==> config.mk <==
export PLATFORM = sky130hd
export DESIGN_NAME = food_tile_drawer
export DESIGN_NICKNAME = d
export VERILOG_FILES = /design/src/rtl/food_tile_drawer.sv
export SDC_FILE = /design/constraint.sdc
export NUM_CORES = 1
export LEC_CHECK = 0
export ABC_AREA = 1
export CORE_MARGIN = 4
export CORE_UTILIZATION = 36
export CTS_CLUSTER_DIAMETER = 40
export CTS_CLUSTER_SIZE = 12
export DETAILED_ROUTE_END_ITERATION = 12
export GPL_ROUTABILITY_DRIVEN = 0
export PLACE_DENSITY = 0.63
export SKIP_CTS_REPAIR_TIMING = 1
export SYNTH_ARGS = -nofsm -noshare
export SYNTH_HDL_FRONTEND = slang
export SYNTH_SLANG_ARGS = --single-unit
==> constraint.sdc <==
create_clock -name clk -period 1.9 [get_ports clk]
set_input_delay 0.38 -clock clk [delete_from_list [all_inputs] [get_ports clk]]
set_output_delay 0.38 -clock clk [all_outputs]
set_load 0.05 [all_outputs]
==> src/rtl/food_tile_drawer.sv <==
// Sweeps one 16x16 food tile through the layout responder and writes coloured pixels to the framebuffer.
// Optional macro FOOD_DRAW_CLEAR_EN: value-0 pixels are written as BG_COLOR instead of being skipped.
module food_tile_drawer #(
    parameter int          GRID_W_BITS = 5,
    parameter int          GRID_H_BITS = 5,
    parameter int          COLOR_W     = 12,
    parameter logic [11:0] COLOR1      = 12'hFA0,
    parameter logic [11:0] COLOR2      = 12'hF00,
    parameter logic [11:0] COLOR3      = 12'hFFF,
    parameter logic [11:0] BG_COLOR    = 12'h000
) (
    input  logic                     clk,
    input  logic                     rst,
    input  logic                     start,
    input  logic [GRID_W_BITS-1:0]   tile_col,
    input  logic [GRID_H_BITS-1:0]   tile_row,
    input  logic [1:0]               food_type,
    output logic                     busy,
    output logic                     done,
    output logic [3:0]               lay_x,
    output logic [3:0]               lay_y,
    output logic [1:0]               lay_type,
    input  logic [1:0]               lay_value,
    output logic                     fb_valid,
    input  logic                     fb_ready,
    output logic [GRID_W_BITS+3:0]   fb_x,
    output logic [GRID_H_BITS+3:0]   fb_y,
    output logic [COLOR_W-1:0]       fb_color
);

    typedef enum logic [1:0] {IDLE, FETCH, WRITE, DONE} state_t;

    state_t                   state_q, state_d;
    logic [GRID_W_BITS-1:0]   col_q, col_d;
    logic [GRID_H_BITS-1:0]   row_q, row_d;
    logic [1:0]               type_q, type_d;
    logic [3:0]               px_q, px_d;
    logic [3:0]               py_q, py_d;
    logic [GRID_W_BITS+3:0]   fb_x_q, fb_x_d;
    logic [GRID_H_BITS+3:0]   fb_y_q, fb_y_d;
    logic [COLOR_W-1:0]       fb_color_q, fb_color_d;
    logic                     fb_valid_q, fb_valid_d;
    logic                     busy_q, busy_d;
    logic                     done_q, done_d;
    logic                     last_pix;
    logic                     write_pix;

    function automatic logic [COLOR_W-1:0] palette(input logic [1:0] v);
        case (v)
            2'd1:    palette = COLOR_W'(COLOR1);
            2'd2:    palette = COLOR_W'(COLOR2);
            2'd3:    palette = COLOR_W'(COLOR3);
            default: palette = COLOR_W'(BG_COLOR);
        endcase
    endfunction

    always_comb begin
        state_d    = state_q;
        col_d      = col_q;
        row_d      = row_q;
        type_d     = type_q;
        px_d       = px_q;
        py_d       = py_q;
        fb_x_d     = fb_x_q;
        fb_y_d     = fb_y_q;
        fb_color_d = fb_color_q;
        last_pix   = (px_q == 4'hF) && (py_q == 4'hF);
`ifdef FOOD_DRAW_CLEAR_EN
        write_pix  = 1'b1;
`else
        write_pix  = (lay_value != 2'd0);
`endif

        case (state_q)
            IDLE: begin
                if (start) begin
                    col_d   = tile_col;
                    row_d   = tile_row;
                    type_d  = food_type;
                    px_d    = 4'd0;
                    py_d    = 4'd0;
                    state_d = FETCH;
                end
            end
            FETCH: begin
                if (write_pix) begin
                    fb_x_d     = {col_q, px_q};
                    fb_y_d     = {row_q, py_q};
                    fb_color_d = palette(lay_value);
                    state_d    = WRITE;
                end else if (last_pix) begin
                    state_d = DONE;
                end else begin
                    {py_d, px_d} = {py_q, px_q} + 8'd1;
                end
            end
            WRITE: begin
                // Coordinates and colour stay frozen until the framebuffer takes the pixel.
                if (fb_ready) begin
                    if (last_pix) begin
                        state_d = DONE;
                    end else begin
                        {py_d, px_d} = {py_q, px_q} + 8'd1;
                        state_d      = FETCH;
                    end
                end
            end
            default: state_d = IDLE;
        endcase

        busy_d     = (state_d != IDLE);
        done_d     = (state_d == DONE);
        fb_valid_d = (state_d == WRITE);
    end

    always_ff @(posedge clk) begin
        if (rst) begin
            state_q    <= IDLE;
            col_q      <= '0;
            row_q      <= '0;
            type_q     <= '0;
            px_q       <= '0;
            py_q       <= '0;
            fb_x_q     <= '0;
            fb_y_q     <= '0;
            fb_color_q <= '0;
            fb_valid_q <= 1'b0;
            busy_q     <= 1'b0;
            done_q     <= 1'b0;
        end else begin
            state_q    <= state_d;
            col_q      <= col_d;
            row_q      <= row_d;
            type_q     <= type_d;
            px_q       <= px_d;
            py_q       <= py_d;
            fb_x_q     <= fb_x_d;
            fb_y_q     <= fb_y_d;
            fb_color_q <= fb_color_d;
            fb_valid_q <= fb_valid_d;
            busy_q     <= busy_d;
            done_q     <= done_d;
        end
    end

    assign busy     = busy_q;
    assign done     = done_q;
    assign fb_valid = fb_valid_q;
    assign fb_x     = fb_x_q;
    assign fb_y     = fb_y_q;
    assign fb_color = fb_color_q;
    assign lay_x    = px_q;
    assign lay_y    = py_q;
    assign lay_type = type_q;

endmodule

==> results of run 1 <==
==> metal layers <==
metal  track usage (%)  share of wire (%)  vias up
met4             5.316                1.6        0
met1             17.31                 46      771
met3             4.989                5.9        6
met5                 0                  0        -
li1                  -                  -      937
met2             23.32                 47       38
==> path summary, 6_finish.rpt <==
check	from	endpoint	slack, ns	cells after the start
hold / removal	col_q[3]	col_q[3]	0.48	2
setup / recovery	fb_y[7]	fb_y[7]	0.06	1
setup reg to reg	lay_x[1]	lay_y[3]	0.34	8
hold reg to reg	col_q[3]	col_q[3]	0.48	2
==> where the power goes <==
part	switching (mW)	total, mW	internal [mW]
combinational	0.576	0.857	0.281
clock	0.346	0.612	0.266
sequential	0.0575	1.13	1.07
==> flip-flops by register name (all words and copies together) (netlist names), 2 cells and up <==
name,count
fb_y,9
lay_y,4
lay_x,4
col_q,5
row_q,5
lay_type,2
fb_color,3
state_q,2
fb_x,9
==> area by class of cell <==
class                           instances  area, µm²  area share, %
Multi-Input combinational cell        178      870.8          33.14
Inverter                               23      86.33          3.286
Sequential cell                        46      920.9          35.05
Timing Repair Buffer                   64      568.0          21.62
Clock inverter                          3      25.02         0.9524
Tap cell                               70      87.58          3.333
Clock buffer                            5      68.82          2.619
==> through the flow <==
step	util [%]	hold WS [ns]	area [µm²]	instances
global placement	48.38	0.4563	2534	381
finish	50.17	0.4848	2628	389
global route	50.17	0.5065	2628	389
CTS	50.17	0.4896	2628	389
detailed placement	48.38	0.4675	2534	381
floorplan	-	0.4495	1984	265
==> worst min-delay path: stages (launching register included) <==
cell and delay [ns]:
dfxtp_1 0.33, nor2_1 0.05, nor2_1 0.08
==> cell families (layout without fill, tap and decap cells) <==
logic type      after synthesis  count (layout)  share of synthesized area (%)
compound gates               56              56                          15.51
fa+ha+maj                     5               5                          3.153
buf+inv                      41              95                          9.710
flops                        46              46                          46.41
simple gates                117             117                          25.22
==> layout by cell type, fill, tap and decap left out, drive strengths merged <==
| master | instances |
|---|---|
| or2 | 1 |
| inv | 24 |
| clkinv | 1 |
| dfxtp | 46 |
| buf | 29 |
| nand3b | 1 |
| nand2 | 39 |
| nor2 | 66 |
| clkbuf | 5 |
| o21ai | 36 |
| ha | 5 |
| clkinvlp | 1 |
| o211ai | 1 |
| nor3b | 1 |
| o21a | 1 |
| nand3 | 8 |
| nand4 | 1 |
| clkdlybuf4s50 | 35 |
| a21oi | 18 |
==> qor.yml, run 1 <==
sta:
  tightestPinTransition_ns: 0.8083
  fin_ws_ns: 0.06188
  setup_viol: 0
  fin_crit_ns: 1.838
  rsz0062_at_grt: "false"
  fin_setup_tns_ns: 0
  max_freq_mhz: 544.0
  slew_headroom_pct: 46.05
  finClkSkew_ns: 0.007676
  slew_violations: 0
  hold_violations: 0
  post-route-period-util_pct: 96.74
yosys:
  mappedNetlistArea_mm2: 0.001984
  synth_seq_cells: 46
  synth_nets: 288
  yosysUniqueCellTypes: 25
  yosys_warnings: 0
  synth_edf_count: 0
  synth_ff_type: "dfxtp_1"
  synthTopCellsByCount: "64 x nor2_1, 46 x dfxtp_1, 37 x nand2_1"
  yosysSeqAreaShare_pct: 46.41
  avgSynthCellArea_um2: 7.488
  synth_top_area_share_pct: 46.41
  netlist_top_cells_area: "dfxtp_1 46%, nor2_1 12%, o21ai_0 8.8%"
  yosys.area.top_type: "dfxtp_1"
  synth_most_common_cell: "nor2_1"
  async_flop_share_pct: 0
  synth_cells: 265
route:
  antenna_left: 0
  vias_per_cell: 4.504
  vias: 1752
  drc: 0
  wl_um: 4424
  wl_per_cell_um: 11.37
  drtIter0Drc: 93
  drtPass1Iterations: 4
global_route:
  overflow: 0
  grt_pass1_vias: 1635
  grt_pass1_wl_um: 7410
  grt_start_max_net_pins: 34
  grtUsageTotal_pct: 14.31
  antenna_found_initial: 0
floorplanning:
  die_h_um: 82.25
  core_area_mm2: 0.005238
  start_util_pct: 37.89
  die-area_mm2: 0.006764
  fp.dieW_um: 82.25
  num_io_pins: 61
  fp-row-count: 26
worst_setup_path:
  critPathMaxFanout: 2
  crit_chain: "clkdlybuf4s50_1"
  path_delay_family: "buffers and inverters"
  max_stage_delay_ns: 0.81
  crit_path_end_kind: "primary output"
  critPathKind: "reg2out"
  slowest_stage: "clkdlybuf4s50_1"
  crit_buf_inv: 1
  start_kind: "flip-flop"
  cp.required_ns: 1.52
  arrival_ns: 1.46
run_status:
  status: "finished clean"
cells_and_area:
  area_growth_pct: 32.41
  fillCellCount: 541
  layout-drive-gt1-share_pct: 15.36
  diodes: 0
  fin_nets: 341
pwr:
  p_total_mw: 2.595
  ir_drop_mv: 0.5497
  power.leakage_nw: 1.093
  power_density_mw_per_mm2: 987.8
clocking:
  ctsRootBufferMaster: "clkbuf_8"
  cts_tree: "yes"
  cts_made_buffers: 5
  htreeDepth: 2
  cts.sinks: 46
  clk_path_buf_depth: 2
  clock_latency_ns: 0.30
  path_clk_slew_ns: 0.09
flow_run:
  max-cap-violations: 0
placement:
  pre_cts_ws_ns: 0.05735
  dp_hpwl_um: 3303
  io_buffer_count: 60
hold_path:
  holdCritPathClass: "reg2reg"
(Power assumes the default switching activity.)
==> run 2, diff against run 1 <==
--- a/config.mk
+++ b/config.mk
@@ -7,12 +7,12 @@
 export LEC_CHECK = 0
 export ABC_AREA = 1
 export CORE_MARGIN = 4
-export CORE_UTILIZATION = 36
+export CORE_UTILIZATION = 46
 export CTS_CLUSTER_DIAMETER = 40
 export CTS_CLUSTER_SIZE = 12
 export DETAILED_ROUTE_END_ITERATION = 12
 export GPL_ROUTABILITY_DRIVEN = 0
-export PLACE_DENSITY = 0.63
+export PLACE_DENSITY = 0.78
 export SKIP_CTS_REPAIR_TIMING = 1
 export SYNTH_ARGS = -nofsm -noshare
 export SYNTH_HDL_FRONTEND = slang
==> run 2 against run 1 <==
Worst setup slack lost 0.0096 ns. Count of clock-buffer cells in the layout grew 1. Hold slack lost 0.0031 ns. Fmax shrank 0.52%. Cell area shrank 0.14%. Critical path depth is the same. Die area shrank 20%. Register-to-register slack is essentially flat. Total power grew 0.74%. Non-clock buffer count grew 1. Routed wire length shrank 1.2%. Combinational power grew 0.6%. Critical endpoint is now fb_x[1].
==> qor.yml, run 2 (synthesized netlist as in run 1, its figures left out) <==
global_route:
  top_usage_layer: "met2"
  grt_pass1_vias: 1512
  globalRouteMet1Util_pct: 22.30
  use_met3_pct: 5.062
  antenna_found_initial: 0
  grt_pass1_wl_um: 7086
  grt_start_max_net_pins: 34
  met2_usage_pct: 25.98
  overflow: 0
  grtUsageTotal_pct: 16.88
hold_path:
  min_from: "row_q[4]"
  min_path_cells: 2
  holdCritPathClass: "reg2reg"
  hold_end: "row_q[4]"
sta:
  slew_headroom_pct: 65.70
  finClkSkew_ns: 0.006502
  max_freq_mhz: 541.2
  setup_viol: 0
  slew_violations: 0
  whs_ns: 0.4816
  hold_violations: 0
  post-route-period-util_pct: 97.25
  tightestPinTransition_ns: 0.5136
  fin_setup_tns_ns: 0
  fin_crit_ns: 1.848
  rsz0062_at_grt: "false"
worst_setup_path:
  crit_chain: "clkdlybuf4s50_1"
  r2r_start: "state_q[1]"
  path_delay_family: "buffers and inverters"
  slowest_stage: "clkdlybuf4s50_1"
  startpoint: "fb_x[1]"
  crit_path_end_kind: "primary output"
  cp.required_ns: 1.52
  rr_endpoint: "fb_y[1]"
  arrival_ns: 1.47
  reg2reg_depth: 6
  start_kind: "flip-flop"
  worst-r2r-setup-slack_ns: 0.34
  crit_buf_inv: 1
  critPathKind: "reg2out"
  critPathMaxFanout: 2
  max_stage_delay_ns: 0.81
floorplanning:
  core_area_mm2: 0.004086
  num_io_pins: 61
  start_util_pct: 48.56
  die_h_um: 73.68
  die-area_mm2: 0.005429
  fp.dieW_um: 73.68
  fp-row-count: 23
route:
  antenna_left: 0
  wl_um: 4373
  drtIter0Drc: 93
  vias_per_cell: 4.816
  drc: 0
  drtPass1Iterations: 4
  vias: 1782
  wl_per_cell_um: 11.82
cells_and_area:
  final_common_cell: "nor2_1"
  mostFrequentLayoutCells: "64 x nor2_1, 46 x dfxtp_1, 37 x nand2_1, 36 x clkdlybuf4s50_1, 35 x o21ai_0"
  diodes: 0
  fin_nets: 342
  layout-drive-gt1-share_pct: 14.69
  area_growth_pct: 32.22
clocking:
  htreeDepth: 2
  cts.sinks: 46
  cts_made_buffers: 5
  clk_path_buf_depth: 2
  clock_latency_ns: 0.30
  path_clk_slew_ns: 0.09
  ctsRootBufferMaster: "clkbuf_8"
  cts_tree: "yes"
pwr:
  p_total_mw: 2.615
  power_density_mw_per_mm2: 996.5
  power.leakage_nw: 1.130
  ir_drop_mv: 0.5758
placement:
  dp_hpwl_um: 3223
  io_buffer_count: 60
flow_run:
  max-cap-violations: 0
run_status:
  status: "finished clean"
[run 2: routing by layer]
| layer | wire length [µm] | vias to the layer above |
|---|---|---|
| met4 | 59 | 0 |
| met5 | 0 | - |
| li1 | - | 938 |
| met2 | 1994 | 50 |
| met3 | 303 | 6 |
| met1 | 2016 | 788 |
[run 2: cell type report]
| class | instances | area, µm² |
|---|---|---|
| inverter | 23 | 86.33 |
| tap | 50 | 62.56 |
| clock buffer | 6 | 82.58 |
| timing repair buffer | 65 | 588.1 |
| fill | 389 | 1463 |
| sequential | 46 | 920.9 |
| clock inverter | 2 | 12.51 |
| multi-input combinational | 178 | 870.8 |
[run 2: power by group]
part           internal (mW)  switching (mW)  total [mW]  leakage (nW)
combinational          0.284           0.579       0.862         0.705
clock                  0.293           0.334       0.626        0.0472
sequential              1.07          0.0568        1.13         0.377
total                   1.65           0.969        2.61          1.13
[run 2: worst max-delay path by stage]
stage                  endpoint  cells past startpoint
floorplan              lay_y[3]                      8
global placement       lay_y[1]                      7
detailed placement      fb_y[1]                      5
CTS                 fb_color[7]                      1
global route            fb_x[1]                      1
finish                  fb_x[1]                      1
[run 2: worst reg2reg max path: cells and delay by family, from the launching register on]
kind                     cells  cell delay [ns]
adder cells (fa/ha/maj)      1             0.27
flip-flops                   1             0.36
AO/OA/AOI/OAI                3             0.43
buffers and inverters        2             0.43
[run 2: stage by stage]
step	instance area [µm²]	worst slack, ns	utilization (%)	cells
6_report	2624	0.05224	64.21	370
5_1_grt	2624	0.01718	64.21	370
4_1_cts	2619	0.004121	64.08	370
3_5_place_dp	2524	0.04735	61.76	362
3_3_place_gp	2524	0.1249	61.76	362
2_1_floorplan	1984	0.1744	-	265
